**src/rtl/ev_word_loader_pkg.sv**
```systemverilog
// Shared execution-event types: region enum, region lengths, event layout.
package ev_word_loader_pkg;

  localparam int unsigned EV_DATA_LEN   = 7;  // dataLength_u32
  localparam int unsigned EV_SHARED_LEN = 4;  // sharedLength_u32
  localparam int unsigned EV_THREAD_LEN = 4;  // threadLength_u32 (opcode words live here)
  localparam int unsigned EV_IDX_W      = 3;  // covers the largest region length

  typedef enum logic [1:0] {
    EV_REG_DATA   = 2'd0,
    EV_REG_SHARED = 2'd1,
    EV_REG_THREAD = 2'd2,
    EV_REG_RSVD   = 2'd3
  } ev_region_e;

  typedef struct packed {
    logic [EV_DATA_LEN-1:0][31:0] u32;
  } ev_data_t;

  typedef struct packed {
    logic [EV_SHARED_LEN-1:0][31:0] u32;
  } ev_shared_t;

  typedef struct packed {
    logic [EV_THREAD_LEN-1:0][31:0] u32;
  } ev_thread_t;

  // data occupies the low bits, then shared, then thread.
  typedef struct packed {
    ev_thread_t thread;
    ev_shared_t shared;
    ev_data_t   data;
  } ex_ev_t;

endpackage

```
**src/rtl/ev_buf_slot.sv**
```systemverilog
// One event buffer: clear-on-first-write, indexed word write, range check, error bit.
// Ports: wr_en_i/clear_i write strobe and first-word flag; region_i/index_i/word_i
// word target and value; ev_o/err_o buffered event and its dropped-word flag.
module ev_buf_slot
  import ev_word_loader_pkg::*;
#(
  parameter int unsigned IDX_W = EV_IDX_W
) (
  input  logic             clk,
  input  logic             rst_n,
  input  logic             wr_en_i,
  input  logic             clear_i,
  input  logic [1:0]       region_i,
  input  logic [IDX_W-1:0] index_i,
  input  logic [31:0]      word_i,
  output ex_ev_t           ev_o,
  output logic             err_o
);

  localparam int unsigned DATA_SEL_W   = $clog2(EV_DATA_LEN);
  localparam int unsigned SHARED_SEL_W = $clog2(EV_SHARED_LEN);
  localparam int unsigned THREAD_SEL_W = $clog2(EV_THREAD_LEN);

  ex_ev_t ev_q, ev_d;
  logic   err_q, err_d;

  // Next buffer contents: optional clear, then either the write or the error flag.
  always_comb begin
    ev_d  = ev_q;
    err_d = err_q;
    if (wr_en_i) begin
      if (clear_i) begin
        ev_d  = '0;
        err_d = 1'b0;
      end
      case (ev_region_e'(region_i))
        EV_REG_DATA: begin
          if (32'(index_i) < EV_DATA_LEN) ev_d.data.u32[DATA_SEL_W'(index_i)] = word_i;
          else                            err_d = 1'b1;
        end
        EV_REG_SHARED: begin
          if (32'(index_i) < EV_SHARED_LEN) ev_d.shared.u32[SHARED_SEL_W'(index_i)] = word_i;
          else                              err_d = 1'b1;
        end
        EV_REG_THREAD: begin
          if (32'(index_i) < EV_THREAD_LEN) ev_d.thread.u32[THREAD_SEL_W'(index_i)] = word_i;
          else                              err_d = 1'b1;
        end
        default: err_d = 1'b1;
      endcase
    end
  end

  always_ff @(posedge clk or negedge rst_n) begin
    if (!rst_n) begin
      ev_q  <= '0;
      err_q <= 1'b0;
    end else begin
      ev_q  <= ev_d;
      err_q <= err_d;
    end
  end

  assign ev_o  = ev_q;
  assign err_o = err_q;

endmodule

```
**src/rtl/ev_word_loader.sv**
```systemverilog
// Assembles tagged 32-bit words into ex_ev_t events; two ping-pong buffers feed
// a valid/ready output. Ports: in_* word stream (valid/ready, region, index, word,
// last); out_* completed event (valid/ready, event, dropped-word error flag).
module ev_word_loader
  import ev_word_loader_pkg::*;
#(
  parameter int unsigned IDX_W = EV_IDX_W
) (
  input  logic             clk,
  input  logic             rst_n,
  input  logic             in_valid,
  output logic             in_ready,
  input  logic [1:0]       in_region,
  input  logic [IDX_W-1:0] in_index,
  input  logic [31:0]      in_word,
  input  logic             in_last,
  output logic             out_valid,
  input  logic             out_ready,
  output ex_ev_t           out_ev,
  output logic             out_err
);

  logic       wp_q, wp_d, rp_q, rp_d, filling_q, filling_d;
  logic [1:0] full_cnt_q, full_cnt_d;
  logic       in_ready_q, out_valid_q;
  logic       accept, complete, drain;
  ex_ev_t     ev0, ev1;
  logic       err0, err1;

  assign accept   = in_valid && in_ready_q;
  assign complete = accept && in_last;
  assign drain    = out_valid_q && out_ready;

  // Pointer/count bookkeeping; completion and drain may coincide.
  always_comb begin
    wp_d       = wp_q;
    rp_d       = rp_q;
    filling_d  = filling_q;
    full_cnt_d = full_cnt_q;
    if (accept)   filling_d = 1'b1;
    if (complete) begin
      wp_d      = ~wp_q;
      filling_d = 1'b0;
    end
    if (drain) rp_d = ~rp_q;
    if (complete && !drain)      full_cnt_d = full_cnt_q + 2'd1;
    else if (drain && !complete) full_cnt_d = full_cnt_q - 2'd1;
  end

  always_ff @(posedge clk or negedge rst_n) begin
    if (!rst_n) begin
      wp_q        <= 1'b0;
      rp_q        <= 1'b0;
      filling_q   <= 1'b0;
      full_cnt_q  <= 2'd0;
      in_ready_q  <= 1'b1;
      out_valid_q <= 1'b0;
    end else begin
      wp_q        <= wp_d;
      rp_q        <= rp_d;
      filling_q   <= filling_d;
      full_cnt_q  <= full_cnt_d;
      in_ready_q  <= (full_cnt_d != 2'd2);
      out_valid_q <= (full_cnt_d != 2'd0);
    end
  end

  ev_buf_slot #(.IDX_W(IDX_W)) u_slot0 (
    .clk      (clk),
    .rst_n    (rst_n),
    .wr_en_i  (accept && !wp_q),
    .clear_i  (!filling_q),
    .region_i (in_region),
    .index_i  (in_index),
    .word_i   (in_word),
    .ev_o     (ev0),
    .err_o    (err0)
  );

  ev_buf_slot #(.IDX_W(IDX_W)) u_slot1 (
    .clk      (clk),
    .rst_n    (rst_n),
    .wr_en_i  (accept && wp_q),
    .clear_i  (!filling_q),
    .region_i (in_region),
    .index_i  (in_index),
    .word_i   (in_word),
    .ev_o     (ev1),
    .err_o    (err1)
  );

  assign in_ready  = in_ready_q;
  assign out_valid = out_valid_q;
  assign out_ev    = rp_q ? ev1 : ev0;
  assign out_err   = rp_q ? err1 : err0;

endmodule

```
**config.mk**
```make
export PLATFORM = sky130hd
export DESIGN_NAME = ev_word_loader
export DESIGN_NICKNAME = d
export VERILOG_FILES = /design/src/rtl/ev_word_loader_pkg.sv /design/src/rtl/ev_buf_slot.sv /design/src/rtl/ev_word_loader.sv
export SDC_FILE = /design/constraint.sdc
export NUM_CORES = 1
export LEC_CHECK = 0
export CAP_MARGIN = 40
export CORE_MARGIN = 1
export CORE_UTILIZATION = 50
export CTS_BUF_LIST = sky130_fd_sc_hd__clkbuf_8
export DETAILED_ROUTE_END_ITERATION = 8
export PLACE_DENSITY = 0.77
export SKIP_CTS_REPAIR_TIMING = 1
export SYNTH_ARGS = -nofsm -noshare
export SYNTH_HDL_FRONTEND = slang
export SYNTH_SLANG_ARGS = --single-unit
export TNS_END_PERCENT = 50
```
**constraint.sdc**
```tcl
create_clock -name clk -period 3.98 [get_ports clk]
set_input_delay 0.398 -clock clk [delete_from_list [all_inputs] [get_ports clk]]
set_output_delay 0.398 -clock clk [all_outputs]
set_load 0.01 [all_outputs]
```
After elaboration in Yosys (flattened, before gate mapping):

Cells that the tools add are included.

* bits in registers: 969
* input port bits: 42
* output and inout port bits: 483

* $add $sub $neg: 2
* bitwise logic cells: 2
* magnitude comparators: 6
* eq/ne operators: 3
* reductions and logical operators: 16
* mux-type cells: 40

Operators by type and width (count)
* 2-to-1 mux 480 bit: 5
* 2-to-1 mux 128 bit: 8
* 2-to-1 mux 224 bit: 4
* bitwise mux 128 bit: 4
* bitwise mux 224 bit: 2
* demux 32 bit (select 3 bit): 1
* demux 32 bit (select 2 bit): 1
* 2-to-1 mux 32 bit: 2
* logical AND 1 bit: 9
* 2-to-1 mux 1 bit: 9
* less-than comparator 3 bit (second input constant): 2
* less-than comparator 3 x 4 -> 1 bit (second input constant): 1
* 2-to-1 mux 2 bit: 2
* case mux 1 bit (2 select lines): 2
* nonzero test 2 bit: 2
* >= comparator 3 x 1 -> 1 bit (second input constant): 1
* zero test 1 bit: 3
* less-than comparator 2 x 3 -> 1 bit (second input constant): 1
* adder 2 x 1 -> 2 bit (second input constant): 1
* equality test 2 x 1 -> 1 bit (second input constant): 1
* equality test 2 bit (second input constant): 1
* >= comparator 2 x 1 -> 1 bit (second input constant): 1
* zero test 2 bit: 1
* inequality test 2 bit (second input constant): 1
* other kinds (3): 4

Logic depth before layout (Yosys ltp):

Gate-level depths: netlist (run 1).

* depth after elaboration: 7
* gate-level depth with buffers: 8
* depth with buffers taken out: 5

Cells and area by module:

Synthesis (run 1) repeated with hierarchy kept, for this count alone.

* cells, all modules: 3670
* area total of the unflattened synthesis: 45368.5 sq um

By module, submodules not included
* ev_buf_slot: seq. area each 12036.5 sq um, area an instance 19442.4 sq um, instances 2, cells an instance 1554
* ev_word_loader: seq. area each 176.4 sq um, area an instance 6483.7 sq um, instances 1, cells an instance 562

Worst setup path after synthesis (run 1):

OpenSTA, ideal clock, no wires.

* kind: input-to-reg
* start point: input in_region[1]
* end point: register u_slot0.ev_q, in the netlist u_slot0.ev_o[289]
* arrival: 1.651 ns
* required time: 3.859 ns
* cell stages on the path: 7
* slack: 2.208 ns
* library setup time: 0.121 ns
* cells stage by stage: inv_1 > ha_1 > clkbuf_2 > nor4bb_1 > o21ai_1 > buf_2 > a22o_1

* word-level cells in the longest chain between the ends: 2

RTL lines
* start: declaration: RTL line ev_word_loader.sv:13 `input logic [1:0] in_region,`
* equality test 2 x 1 -> 1 bit: RTL line ev_buf_slot.sv:36 `case (ev_region_e'(region_i))`
* 2-to-1 mux 128 bit: RTL line ev_buf_slot.sv:36
* end signal: assignment: RTL line ev_buf_slot.sv:59 `ev_q <= ev_d;`
* end: declaration: RTL line ev_buf_slot.sv:24 `ex_ev_t ev_q, ev_d;`

No other way between the ends.
A chain may end at the register's enable or synchronous reset.

==> flow_metrics.py, run 1 <==
metrics = {
    "sta": {
        "setup_slack_ns": 0.512,
        "skew_ns": 0.0347,
        "max_freq_mhz": 288,
        "min_period_ns": 3.47,
        "hold_violations": 0,
        "relSlewSlack_pct": 40.9,
        "setup_tns_ns": 0,
        "tightest_slew_ns": 0.884,
        "setup_viol": 0,
        "hold_slack_ns": 0.295,
        "slew_viol_final": 0,
        "rsz0062_at_grt": "no",
        "fin_crit_sh_pct": 87.1,
    },
    "route": {
        "firstDrtPassIters": 6,
        "detail_route.wl_per_cell_microns": 27.9,
        "drtIter0Drc": 2717,
        "finalWirelength_microns": 132000,
        "antenna_left": 0,
        "via_count": 29900,
        "viasPerCell": 6.34,
        "drc": 0,
    },
    "clock_tree": {
        "clock_path_buffers": 3,
        "clk_pin_slew_ns": 0.07,
        "root_buffer": "clkbuf_8",
        "tritoncts": "yes",
        "cts_inserted_buffers": 159,
        "clk_latency_ns": 0.81,
        "htreeDepth": 4,
        "cts.sinks": 969,
    },
    "synth": {
        "ys_seq_area_share_pct": 58.5,
        "synthesis.yosys.warnings": 0,
        "postSynthRegisterBits": 969,
        "syn_inst": 3033,
        "synth_edf_count": 0,
        "avgSynthCellArea_sq_um": 13.7,
        "synth_nets": 3079,
        "synthArstFlopShare_pct": 100,
        "syn_area_sq_um": 41400,
        "yosys.cell_types.count": 51,
        "synthFlopType": "dfrtp_1",
    },
    "setup_path": {
        "path_depth": 3,
        "crit_fanout": 30,
        "worstPathArrival_ns": 3.07,
        "rr_worst_depth": 5,
        "cp-start-kind": "flip-flop",
        "path_delay_family": "buffers and inverters",
        "r2r-start": "in_ready",
        "cpMaxStageDelayCell": "dfrtp_4",
        "worstSetupPathType": "reg2out",
        "crit_start": "rp_q",
        "crit_chain": "buf_4, mux2_2, clkdlybuf4s50_1",
        "rr_endpoint": "u_slot0.ev_o[260]",
        "r2r_slack_ns": 1.49,
        "required_ns": 3.58,
        "worstSetupEndpoint": "out_ev[383]",
        "max_stage_delay_ns": 0.85,
        "cp_num_buf_inv": 2,
        "crit_path_end_kind": "primary output",
    },
    "finish": {
        "final_layout_size_suffix_gt1_share_pct": 25.3,
        "final_common_cell": "dfrtp_1",
        "nFillCells": 6117,
        "design_area_sq_um": 51800,
        "synthToLayoutAreaGrowth_pct": 25.0,
        "nets": 3571,
        "layout.cells.non_filler": 4721,
        "final_util_pct": 63.1,
        "multi_input_area_sq_um": 15800,
        "seq_area_sq_um": 24300,
        "layout_common_cells": "dfrtp_1 (967), a22o_1 (595), clkdlybuf4s50_1 (522)",
    },
    "floorplanning": {
        "core_area_sq_um": 82100,
        "boundaryPins": 525,
        "die_y_microns": 290,
        "num_rows": 105,
        "die_area_sq_um": 84000,
        "start_util_pct": 50.5,
        "die_w_microns": 290,
    },
    "power": {
        "p_per_area_nw_per_um2": 582,
        "power.leakage_nw": 23.8,
        "max-vdd-ir-drop_v": 0.000433,
        "p_total_mw": 30.1,
    },
    "global_routing": {
        "grt_max_degree": 105,
        "grt_pass1_wl_microns": 199000,
        "grt_pass1_vias": 30500,
        "grt.total_usage_pct": 31.2,
        "grt_overflow_total": 0,
        "antenna_found_initial": 8,
    },
    "place": {
        "dp_cells": 4433,
        "place_area_sq_um": 48400,
        "pre_cts_ws_ns": 0.735,
        "portBuffers": 524,
        "hpwl_microns": 85900,
        "gp_congestion": 0.833,
    },
    "min_path": {
        "hold_class": "in2async",
    },
    "flow_run": {
        "drv_cap": 0,
    },
    "run_status": {
        "status": "completed",
    },
}
## flip-flops by register name (all words and copies together) (netlist names)
signal / count
full_cnt_q: 2
wp_q: 1
out_valid: 1
rp_q: 1
u_slot0.ev_o: 480
in_ready: 1
u_slot1.err_o: 1
filling_q: 1
u_slot0.err_o: 1
u_slot1.ev_o: 480
## routing by layer
layer	up-vias	share of wire, %	global-route usage [%]
li1	12500	-	-
met1	15600	41	43.2
met2	1552	46	46.9
met3	288	9.0	7.36
met4	6	4.2	13.9
met5	-	0.018	0
## how the worst min path moves through the flow
stage                      start  slack, ns           endpoint
2_1_floorplan              rst_n       0.10          filling_q
3_3_place_gp       u_slot1.err_o       0.46      u_slot1.err_o
3_5_place_dp   u_slot1.ev_o[151]       0.47  u_slot1.ev_o[151]
4_1_cts                    rst_n      -0.35  u_slot0.ev_o[219]
5_1_grt              in_word[17]       0.30   u_slot1.ev_o[49]
6_report                   rst_n       0.30  u_slot1.ev_o[386]
## synth_stat cells (3+ instances only)
cell / instances / share of area [%]
a22o_1: 595 / 13
and2_1: 3 / 0.045
and3_1: 6 / 0.091
and4b_1: 7 / 0.17
and4bb_2: 3 / 0.091
buf_1: 3 / 0.027
buf_2: 189 / 2.3
buf_4: 14 / 0.25
buf_6: 14 / 0.38
clkbuf_1: 111 / 1.0
dfrtp_1: 968 / 58
ha_1: 4 / 0.12
inv_1: 34 / 0.31
mux2_2: 481 / 13
mux2i_1: 87 / 2.1
nand2_1: 91 / 0.82
nand3_1: 39 / 0.47
nand4b_1: 7 / 0.15
nor2_1: 15 / 0.14
nor2_4: 4 / 0.11
nor4b_2: 3 / 0.11
nor4bb_1: 3 / 0.072
o21ai_0: 7 / 0.085
o21ai_1: 25 / 0.30
o2bb2ai_1: 278 / 5.9
xnor2_1: 5 / 0.11
## report_power, final
part / switching (mW) / leakage [nW] / internal [mW]
Combinational: 4.38 / 8.54 / 4.25
Clock: 4.20 / 1.90 / 5.14
Sequential: 0.909 / 13.4 / 11.2
Total: 9.49 / 23.8 / 20.6
## cell families (layout without fill, tap and decap cells)
group,after synthesis,in the layout,synth area share [%]
DFF,969,969,58.5
buffers and inverters,366,979,4.27
and+or+nand+nor,203,203,2.73
adders and majority gates,4,4,0.121
AOI/OAI and AO/OA,918,918,19.1
other,0,5,0
xor gates and xnor gates,5,5,0.106
muxes,568,568,15.2
## final cells by class
cell class / instances / share of cell area (%)
diodes: 5 / 0.0242
clock inverters: 89 / 1.46
inverters: 34 / 0.246
flip-flops and latches: 969 / 46.8
repair buffers: 663 / 13.3
clock buffers: 193 / 5.13
well taps: 1070 / 2.58
multi-input cells: 1698 / 30.4
## worst register-to-register path, stage by stage, from the launching register on
cell and delay, ns:
dfstp_2 0.66, and3b_2 0.59, buf_4 0.37, and2_1 0.17, buf_4 0.41, a22o_1 0.25
(Power assumes the default switching activity.)
==> inputs of run 2 (changes only) <==
Settings changed: ABC_CLOCK_PERIOD_IN_PS set to 3980.
==> results of run 2 <==
Final layout, timing and power as in run 1 (identical DEF).
==> inputs of run 3 (changes only) <==
Settings changed: SKIP_CTS_REPAIR_TIMING 1 to not set.
==> results of run 3 <==
Final layout, timing and power as in run 1 (identical DEF).
Among the figures that moved: met3 usage 7.36% -> 7.34%
